[src/rtl/seg7_scan_ctrl.sv]
// seg7_scan_ctrl: multiplexed common-anode seven-segment scan controller.
// Drives NUM_DIGITS digits from a packed hex input. Decode covers 0-F, and each
// digit has its own decimal point. Updates are double-buffered: load fills the
// shadow buffer, and the active buffer copies it at each frame wrap.
// Optional feature macro: SEG7_BRIGHTNESS_EN adds a 16-step per-slot PWM
// brightness gate. When the macro is undefined, brightness is ignored.

// Hex nibble to active-low a..g segment pattern, one instance per digit.
module seg7_digit_dec (
  input  logic [3:0] nib,
  output logic [6:0] seg
);

  // Pure lookup; a segment is lit when its bit is 0.
  always_comb begin
    seg = 7'h7F;
    case (nib)
      4'h0: seg = 7'h40;
      4'h1: seg = 7'h79;
      4'h2: seg = 7'h24;
      4'h3: seg = 7'h30;
      4'h4: seg = 7'h19;
      4'h5: seg = 7'h12;
      4'h6: seg = 7'h02;
      4'h7: seg = 7'h78;
      4'h8: seg = 7'h00;
      4'h9: seg = 7'h10;
      4'hA: seg = 7'h08;
      4'hB: seg = 7'h03;
      4'hC: seg = 7'h46;
      4'hD: seg = 7'h21;
      4'hE: seg = 7'h06;
      4'hF: seg = 7'h0E;
      default: seg = 7'h7F;
    endcase
  end

endmodule

// Scan controller top.
module seg7_scan_ctrl #(
  parameter int NUM_DIGITS  = 4,
  parameter int REFRESH_DIV = 100000
) (
  input  logic                    clk,
  input  logic                    rst_n,
  input  logic [4*NUM_DIGITS-1:0] digits_in,
  input  logic [NUM_DIGITS-1:0]   dp_in,
  input  logic                    load,
  input  logic                    enable,
  input  logic [3:0]              brightness,
  output logic [6:0]              seg,
  output logic                    dp,
  output logic [NUM_DIGITS-1:0]   digit,
  output logic                    frame_start
);

  localparam int TW = (REFRESH_DIV > 1) ? $clog2(REFRESH_DIV) : 1;
  localparam int SW = (NUM_DIGITS > 1) ? $clog2(NUM_DIGITS) : 1;

  logic [TW-1:0]                timer;
  logic [SW-1:0]                sel;
  logic                         slot_end;
  logic                         frame_wrap;
  logic [NUM_DIGITS-1:0][3:0]   shadow_dig, active_dig;
  logic [NUM_DIGITS-1:0]        shadow_dp, active_dp;
  logic [NUM_DIGITS-1:0][6:0]   dec_seg;
  logic                         gate_b;

  assign slot_end   = (timer == TW'(REFRESH_DIV - 1));
  assign frame_wrap = slot_end && (sel == SW'(NUM_DIGITS - 1));

  // Slot timer: counts 0..REFRESH_DIV-1, then returns to 0.
  always_ff @(posedge clk or negedge rst_n) begin
    if (!rst_n)        timer <= '0;
    else if (slot_end) timer <= '0;
    else               timer <= timer + 1'b1;
  end

  // Digit select advances once per slot and wraps after the last digit.
  always_ff @(posedge clk or negedge rst_n) begin
    if (!rst_n)
      sel <= '0;
    else if (slot_end)
      sel <= (sel == SW'(NUM_DIGITS - 1)) ? '0 : sel + 1'b1;
  end

  // Shadow buffer. It recaptures on every cycle that load is high.
  always_ff @(posedge clk or negedge rst_n) begin
    if (!rst_n) begin
      shadow_dig <= '0;
      shadow_dp  <= '0;
    end else if (load) begin
      shadow_dig <= digits_in;
      shadow_dp  <= dp_in;
    end
  end

  // Active buffer takes the pre-edge shadow at the frame wrap. A load on that
  // same edge therefore lands one frame later.
  always_ff @(posedge clk or negedge rst_n) begin
    if (!rst_n) begin
      active_dig <= '0;
      active_dp  <= '0;
    end else if (frame_wrap) begin
      active_dig <= shadow_dig;
      active_dp  <= shadow_dp;
    end
  end

  // Frame marker is high for the first cycle with sel back at 0.
  always_ff @(posedge clk or negedge rst_n) begin
    if (!rst_n) frame_start <= 1'b0;
    else        frame_start <= frame_wrap;
  end

`ifdef SEG7_BRIGHTNESS_EN
  localparam int PRE = REFRESH_DIV / 16;
  localparam int PW  = (PRE > 1) ? $clog2(PRE) : 1;

  logic [PW-1:0] pre_cnt;
  logic [3:0]    phase;
  logic [3:0]    bright_q;

  // PWM phase: 16 steps per slot, restarted at every slot boundary.
  // Brightness is latched at the same boundary so that a slot never changes
  // duty part-way through.
  always_ff @(posedge clk or negedge rst_n) begin
    if (!rst_n) begin
      pre_cnt  <= '0;
      phase    <= '0;
      bright_q <= 4'hF;
    end else if (slot_end) begin
      pre_cnt  <= '0;
      phase    <= '0;
      bright_q <= brightness;
    end else if (pre_cnt == PW'(PRE - 1)) begin
      pre_cnt  <= '0;
      phase    <= phase + 1'b1;
    end else begin
      pre_cnt  <= pre_cnt + 1'b1;
    end
  end

  assign gate_b = (phase <= bright_q);
`else
  logic unused_brightness;
  assign unused_brightness = ^brightness;
  assign gate_b = 1'b1;
`endif

  // Per-digit decoders. The select mux follows.
  for (genvar g = 0; g < NUM_DIGITS; g++) begin : g_dec
    seg7_digit_dec u_dec (
      .nib (active_dig[g]),
      .seg (dec_seg[g])
    );
  end

  // Registered pin drive. When the anode is gated off, segments and dp are
  // also blanked so the display does not ghost.
  always_ff @(posedge clk or negedge rst_n) begin
    if (!rst_n) begin
      seg   <= 7'h7F;
      dp    <= 1'b1;
      digit <= '1;
    end else if (enable && gate_b) begin
      seg   <= dec_seg[sel];
      dp    <= ~active_dp[sel];
      digit <= ~(NUM_DIGITS'(1) << sel);
    end else begin
      seg   <= 7'h7F;
      dp    <= 1'b1;
      digit <= '1;
    end
  end

endmodule

[config.mk]
export PLATFORM = sky130hd
export DESIGN_NAME = seg7_scan_ctrl
export DESIGN_NICKNAME = d
export VERILOG_FILES = /design/src/rtl/seg7_scan_ctrl.sv
export SDC_FILE = /design/constraint.sdc
export NUM_CORES = 1
export LEC_CHECK = 0
export BUFFER_PORTS_ARGS = -buffer_cell sky130_fd_sc_hd__buf_2
export CORE_AREA = 4 4 85 87
export CTS_CLUSTER_DIAMETER = 80
export DETAILED_ROUTE_END_ITERATION = 8
export DIE_AREA = 0 0 89 91
export GPL_TIMING_DRIVEN = 1
export PLACE_DENSITY = 0.82
export SYNTH_ARGS = -nofsm -noshare
export SYNTH_HDL_FRONTEND = slang
export SYNTH_SLANG_ARGS = --single-unit
[constraint.sdc]
create_clock -name clk -period 4.7 [get_ports clk]
set_input_delay 0.705 -clock clk [delete_from_list [all_inputs] [get_ports clk]]
set_output_delay 0.705 -clock clk [all_outputs]
set_load 0.01 [all_outputs]
# After elaboration in Yosys (flattened, before gate mapping)
# Memories as Yosys holds them, arrays and structs flattened.
# Cells that the tools add are included.
# Widths: inputs -> output; s select.
# word_totals
in_bits	28
mem_count	4
ff_bits	72
wordCells	38
mem_bits_ro	448
# op_classes
n_lt_le_gt_ge	1
n_reduce_logical	1
n_mux	9
bitwise_logic	2
n_addsub	2
shifts	1
n_eq_ne	2
# memory_table
memory	words	word_bits	read_ports	rd_clocked_by_memory_dff	wr	line	source
(no name shown)	16	7	1	0	0	17	case (nib)
(no name shown)	16	7	1	0	0	17	
(no name shown)	16	7	1	0	0	17	
(no name shown)	16	7	1	0	0	17	
# ops
cell	count
$add 17x1->17 const B	1
$eq 17x17->1 const B	1
$mux 17	1
$bmux 7 s2	1
$mux 7	2
$mux 4	1
$not 4->4	1
$shl 1x2->4 const A	1
$lt 2x3->1 const B	1
$add 2x1->2 const B	1
$bmux 1 s2	1
$eq 2x2->1 const B	1
$mux 1	2
$mux 2	1
$logic_and 1x1->1	1
$not 1->1	1

# Logic depth before layout (Yosys ltp)
# depth
word_depth	4
mapped_depth	8
ltp_nobuf	7

# Modules after synthesis
# From an unflattened synthesis, not the netlist that was laid out.
# unflattened
cells_unflattened	341
area_unflattened_um2	4121.5
# by_module_without_submodules
mod	cells_per_inst	area_each_um2	n_inst
seg7_scan_ctrl	213	3020.4	1
seg7_digit_dec	32	275.3	4

# Least setup slack after synthesis
# Ideal clock, no wire load.
# synth_timing
path_type	register to register
from	register timer[13]
to	register active_dig[11] (netlist bit)
required_time_ns	4.635
setup_time_ns	0.065
stages_incl_launch_ff	7
t_arrival_ns	1.877
slack_ns	2.758
path_buffers	1
synth_period_minus_slack_ns	1.942
cell_sequence	dfrtp_1 or4b_1 or4_4 nor4_4 buf_6 nand2_1 nand2_1
# synth_between
elab_chain_cells	2
# synth_lines
element	line	source
start: declaration	61	logic [TW-1:0] timer;
start signal: assignment	77	else timer <= timer + 1'b1;
$eq 17x17->1	70	assign slot_end = (timer == TW'(REFRESH_DIV - 1));
$logic_and 1x1->1	71	assign frame_wrap = slot_end && (sel == SW'(NUM_DIGITS - 1));
end signal: assignment	106	active_dig <= shadow_dig;
end: declaration	65	logic [NUM_DIGITS-1:0][3:0] shadow_dig, active_dig;
# No other way between the ends.
# A chain may end at the register's enable or synchronous reset.

# Final worst setup path
# layout_timing
from	register timer[13]
to	register active_dig[5] (netlist bit)
# The elaborated chain is that of the path after synthesis.

==> run_results.csv <==
group,metric,value,unit
run_status,status,"complete, no violations",
yosys,ys_ff_latch,72,
yosys,ys.flop_type,"dfrtp_1",
critical_path,cpPeakStageDelay,0.81,ns
sta,period_minus_slack,2.66,ns
route,drtIter0Drc,197,
clock_network,cts_max_path_buffers,2,
clock_network,cts_tree,"yes",
route,drt_wl_total,7500,um
placed_design,hpwl,5340,um
critical_path,path_class,"flip-flop to flip-flop",
sta,finalSetupTns,0,ns
placed_design,io_buffers,36,
global_routing,gr-total-overflow,0,
clock_network,post-cts-setup-buffer-count,0,
sta,grt_setup_unrepaired,"false",
final_layout,nets,490,
final_layout,syn_to_final_growth,9.70,%
critical_path,cp.depth,5,
critical_path,worstSetupEndpointType,"flip-flop",
yosys,async_reset_ff_frac,1.00,
final_layout,num_antenna_cells,0,
global_routing,grt_pass1_wl,12800,um
sta,period_share,0.566,
yosys,netlist_area,0.00404,mm^2
yosys,synth_area_leader_cell,"dfrtp_1",
power,p_total,1.20,mW
global_routing,grt_pass1_vias,2763,
sta,setup_viol,0,
floorplanning,io_pins,41,
sta,drv_slew,0,
clock_network,clkTransAtPathRegs,0.08,ns
clock_network,ctsHoldBuffers,0,
route,dr_total_vias,2914,
route,dr.pass1.iters,4,
floorplanning,die_area,0.00810,mm^2
final_layout,drive_gt1_frac,0.214,
run,maxCapViolations,0,
critical_path,crit_arrival,2.93,ns
clock_network,clock-sinks,72,
critical_path,r2r.worst_path.cells,5,
sta,worst_slew_pin_slew,1.06,ns
clock_network,cts-root-buf,"clkbuf_8",
clock_network,cts_max_level,3,
global_routing,antenna_found_initial,0,
power,p_per_area,270,mW/mm^2
yosys,yosys_warnings,0,
floorplanning,die_w,89,um
critical_path,path_buf_inv,0,
route,drcViolationCount,0,
critical_path,slowest_stage,"nor4_4",
yosys,synthCells,402,
yosys,synthTopCellsByCount,"84 x nand2_1, 60 x dfrtp_1, 33 x ha_1",
critical_path,worstSetupStartpointType,"flip-flop",
critical_path,critPathTopFamily,"simple AND/OR/NAND/NOR gates",
yosys,synth_area_leaders,"dfrtp_1 37%, ha_1 10%, dfstp_2 7.8%",
yosys,synth_most_common_cell,"nand2_1",
route,ant_nets,0,
clock_network,worstSkewPairLatency,0.34,ns
clock_network,cts.repair.resized,0,
sta,slew_headroom,0.288,
hold_path,hp-class,"primary input to asynchronous set/reset pin",
yosys,syn_nets,463,
placed_design,gp_congestion,0.818,
sta,hold_viol,0,
floorplanning,start_util,0.636,
floorplanning,core,0.00635,mm^2
global_routing,grt_max_degree,38,
critical_path,crit_fanout,21,
sta,fmax,376,MHz
power,power.leakage,1.96,nW
global_routing,grt_usage,0.200,
yosys,ys_seq_area_frac,0.450,
power,ir_drop,0.201,mV
route,route.detailed.wl_per_inst,14.7,um
clock_network,cts_made_buffers,9,
route,viasPerCell,5.70,
critical_path,crit_chain,"or4b_1 > or4_4 > nor4_4 > nand2_1 > nand2_1",
floorplanning,die_y,91,um
critical_path,cp_common_cell,"nand2_1",
yosys,syn_area_per_cell,10.0,um^2
sta,skew,0.0147,ns
final_layout,fillers,474,
floorplanning,row_count,29,
yosys,yosysUniqueCellTypes,48,
yosys,synth_top_cell_area_share,0.372,
critical_path,crit_required,4.97,ns
yosys,synth_edf_count,0,
## path summary, 6_finish.rpt
path	slack, ns	startpoint	endpoint
setup / recovery	2.04	timer[13]$_DFF_PN0_	active_dig[5]$_DFFE_PN0P_
hold / removal	0.44	rst_n	timer[7]$_DFF_PN0_
setup reg to reg	2.04	timer[13]$_DFF_PN0_	active_dig[5]$_DFFE_PN0P_
hold reg to reg	0.47	active_dp[3]$_DFFE_PN0P_	active_dp[3]$_DFFE_PN0P_
max in group asynchronous	3.32	rst_n	active_dp[2]$_DFFE_PN0P_
min in group clk	0.47	active_dp[3]$_DFFE_PN0P_	active_dp[3]$_DFFE_PN0P_
## layout by cell type, fill, tap and decap left out, types with 4 or more instances in the layout
cell type | Yosys | final
mux2_2 | 24 | 24
o221ai_1 | 4 | 4
o21a_1 | 4 | 4
nor2b_1 | 4 | 4
ha_1 | 33 | 33
nand4_1 | 6 | 6
nand2_1 | 84 | 84
nand3b_1 | 4 | 4
nand2b_1 | 4 | 4
buf_2 | 0 | 36
inv_1 | 14 | 14
a21oi_1 | 13 | 13
mux2i_1 | 10 | 10
nor3_1 | 5 | 5
nor2_1 | 20 | 20
a31oi_1 | 6 | 6
xor2_1 | 5 | 5
dfstp_2 | 12 | 12
xnor2_1 | 10 | 10
dfrtp_1 | 60 | 60
o21ai_0 | 9 | 9
clkbuf_8 | 0 | 11
nand3_1 | 14 | 14
## through the flow
stage	area, um^2	hold WS (ns)	setup slack (ns)	utilization	instances
floorplan	4040	0.409	2.76	-	402
global placement	4230	0.447	2.17	0.666	495
detailed placement	4230	0.453	2.09	0.666	495
CTS	4430	0.453	2.06	0.697	511
global route	4430	0.491	1.86	0.697	511
finish	4430	0.441	2.04	0.697	511
## layer usage
metal / up-vias / global-route usage / part of all wire
met2: 71 / 0.306 / 0.47
met3: 4 / 0.0498 / 0.055
met5: - / 0 / 0
met4: 0 / 0.0434 / 0.0080
li1: 1444 / - / -
met1: 1395 / 0.290 / 0.47
## final cells by class
type                            instances  area [um^2]  area share
Multi-Input combinational cell        294         2070       0.467
Clock buffer                           14          163      0.0367
Inverter                               15         56.3      0.0127
Clock inverter                          2         38.8     0.00876
Timing Repair Buffer                   37          188      0.0424
Tap cell                               77         96.3      0.0218
Sequential cell                        72         1820       0.410
## registers in the layout, summed over array words and instances (netlist names)
register     count
shadow_dig      16
active_dig      16
shadow_dp        4
dp               1
sel              2
digit            4
seg              7
frame_start      1
timer           17
active_dp        4
## where the power goes
part / internal (mW) / switching (mW)
Combinational: 0.0257 / 0.0270
Sequential: 0.642 / 0.00903
Clock: 0.276 / 0.215
## worst register-to-register path, stage by stage (launching register included)
cell and delay (ns):
dfrtp_1 0.43, or4b_1 0.59, or4_4 0.47, nor4_4 0.81, nand2_1 0.18, nand2_1 0.12
## logic make-up after synthesis
group / count (synthesis) / synth area share
simple gates: 152 / 0.178
flops: 72 / 0.450
compound gates: 57 / 0.0918
mux: 37 / 0.108
buf+inv: 36 / 0.0372
fa+ha+maj: 33 / 0.102
xor+xnor: 15 / 0.0325
Power figures use the tool's default switching activity.
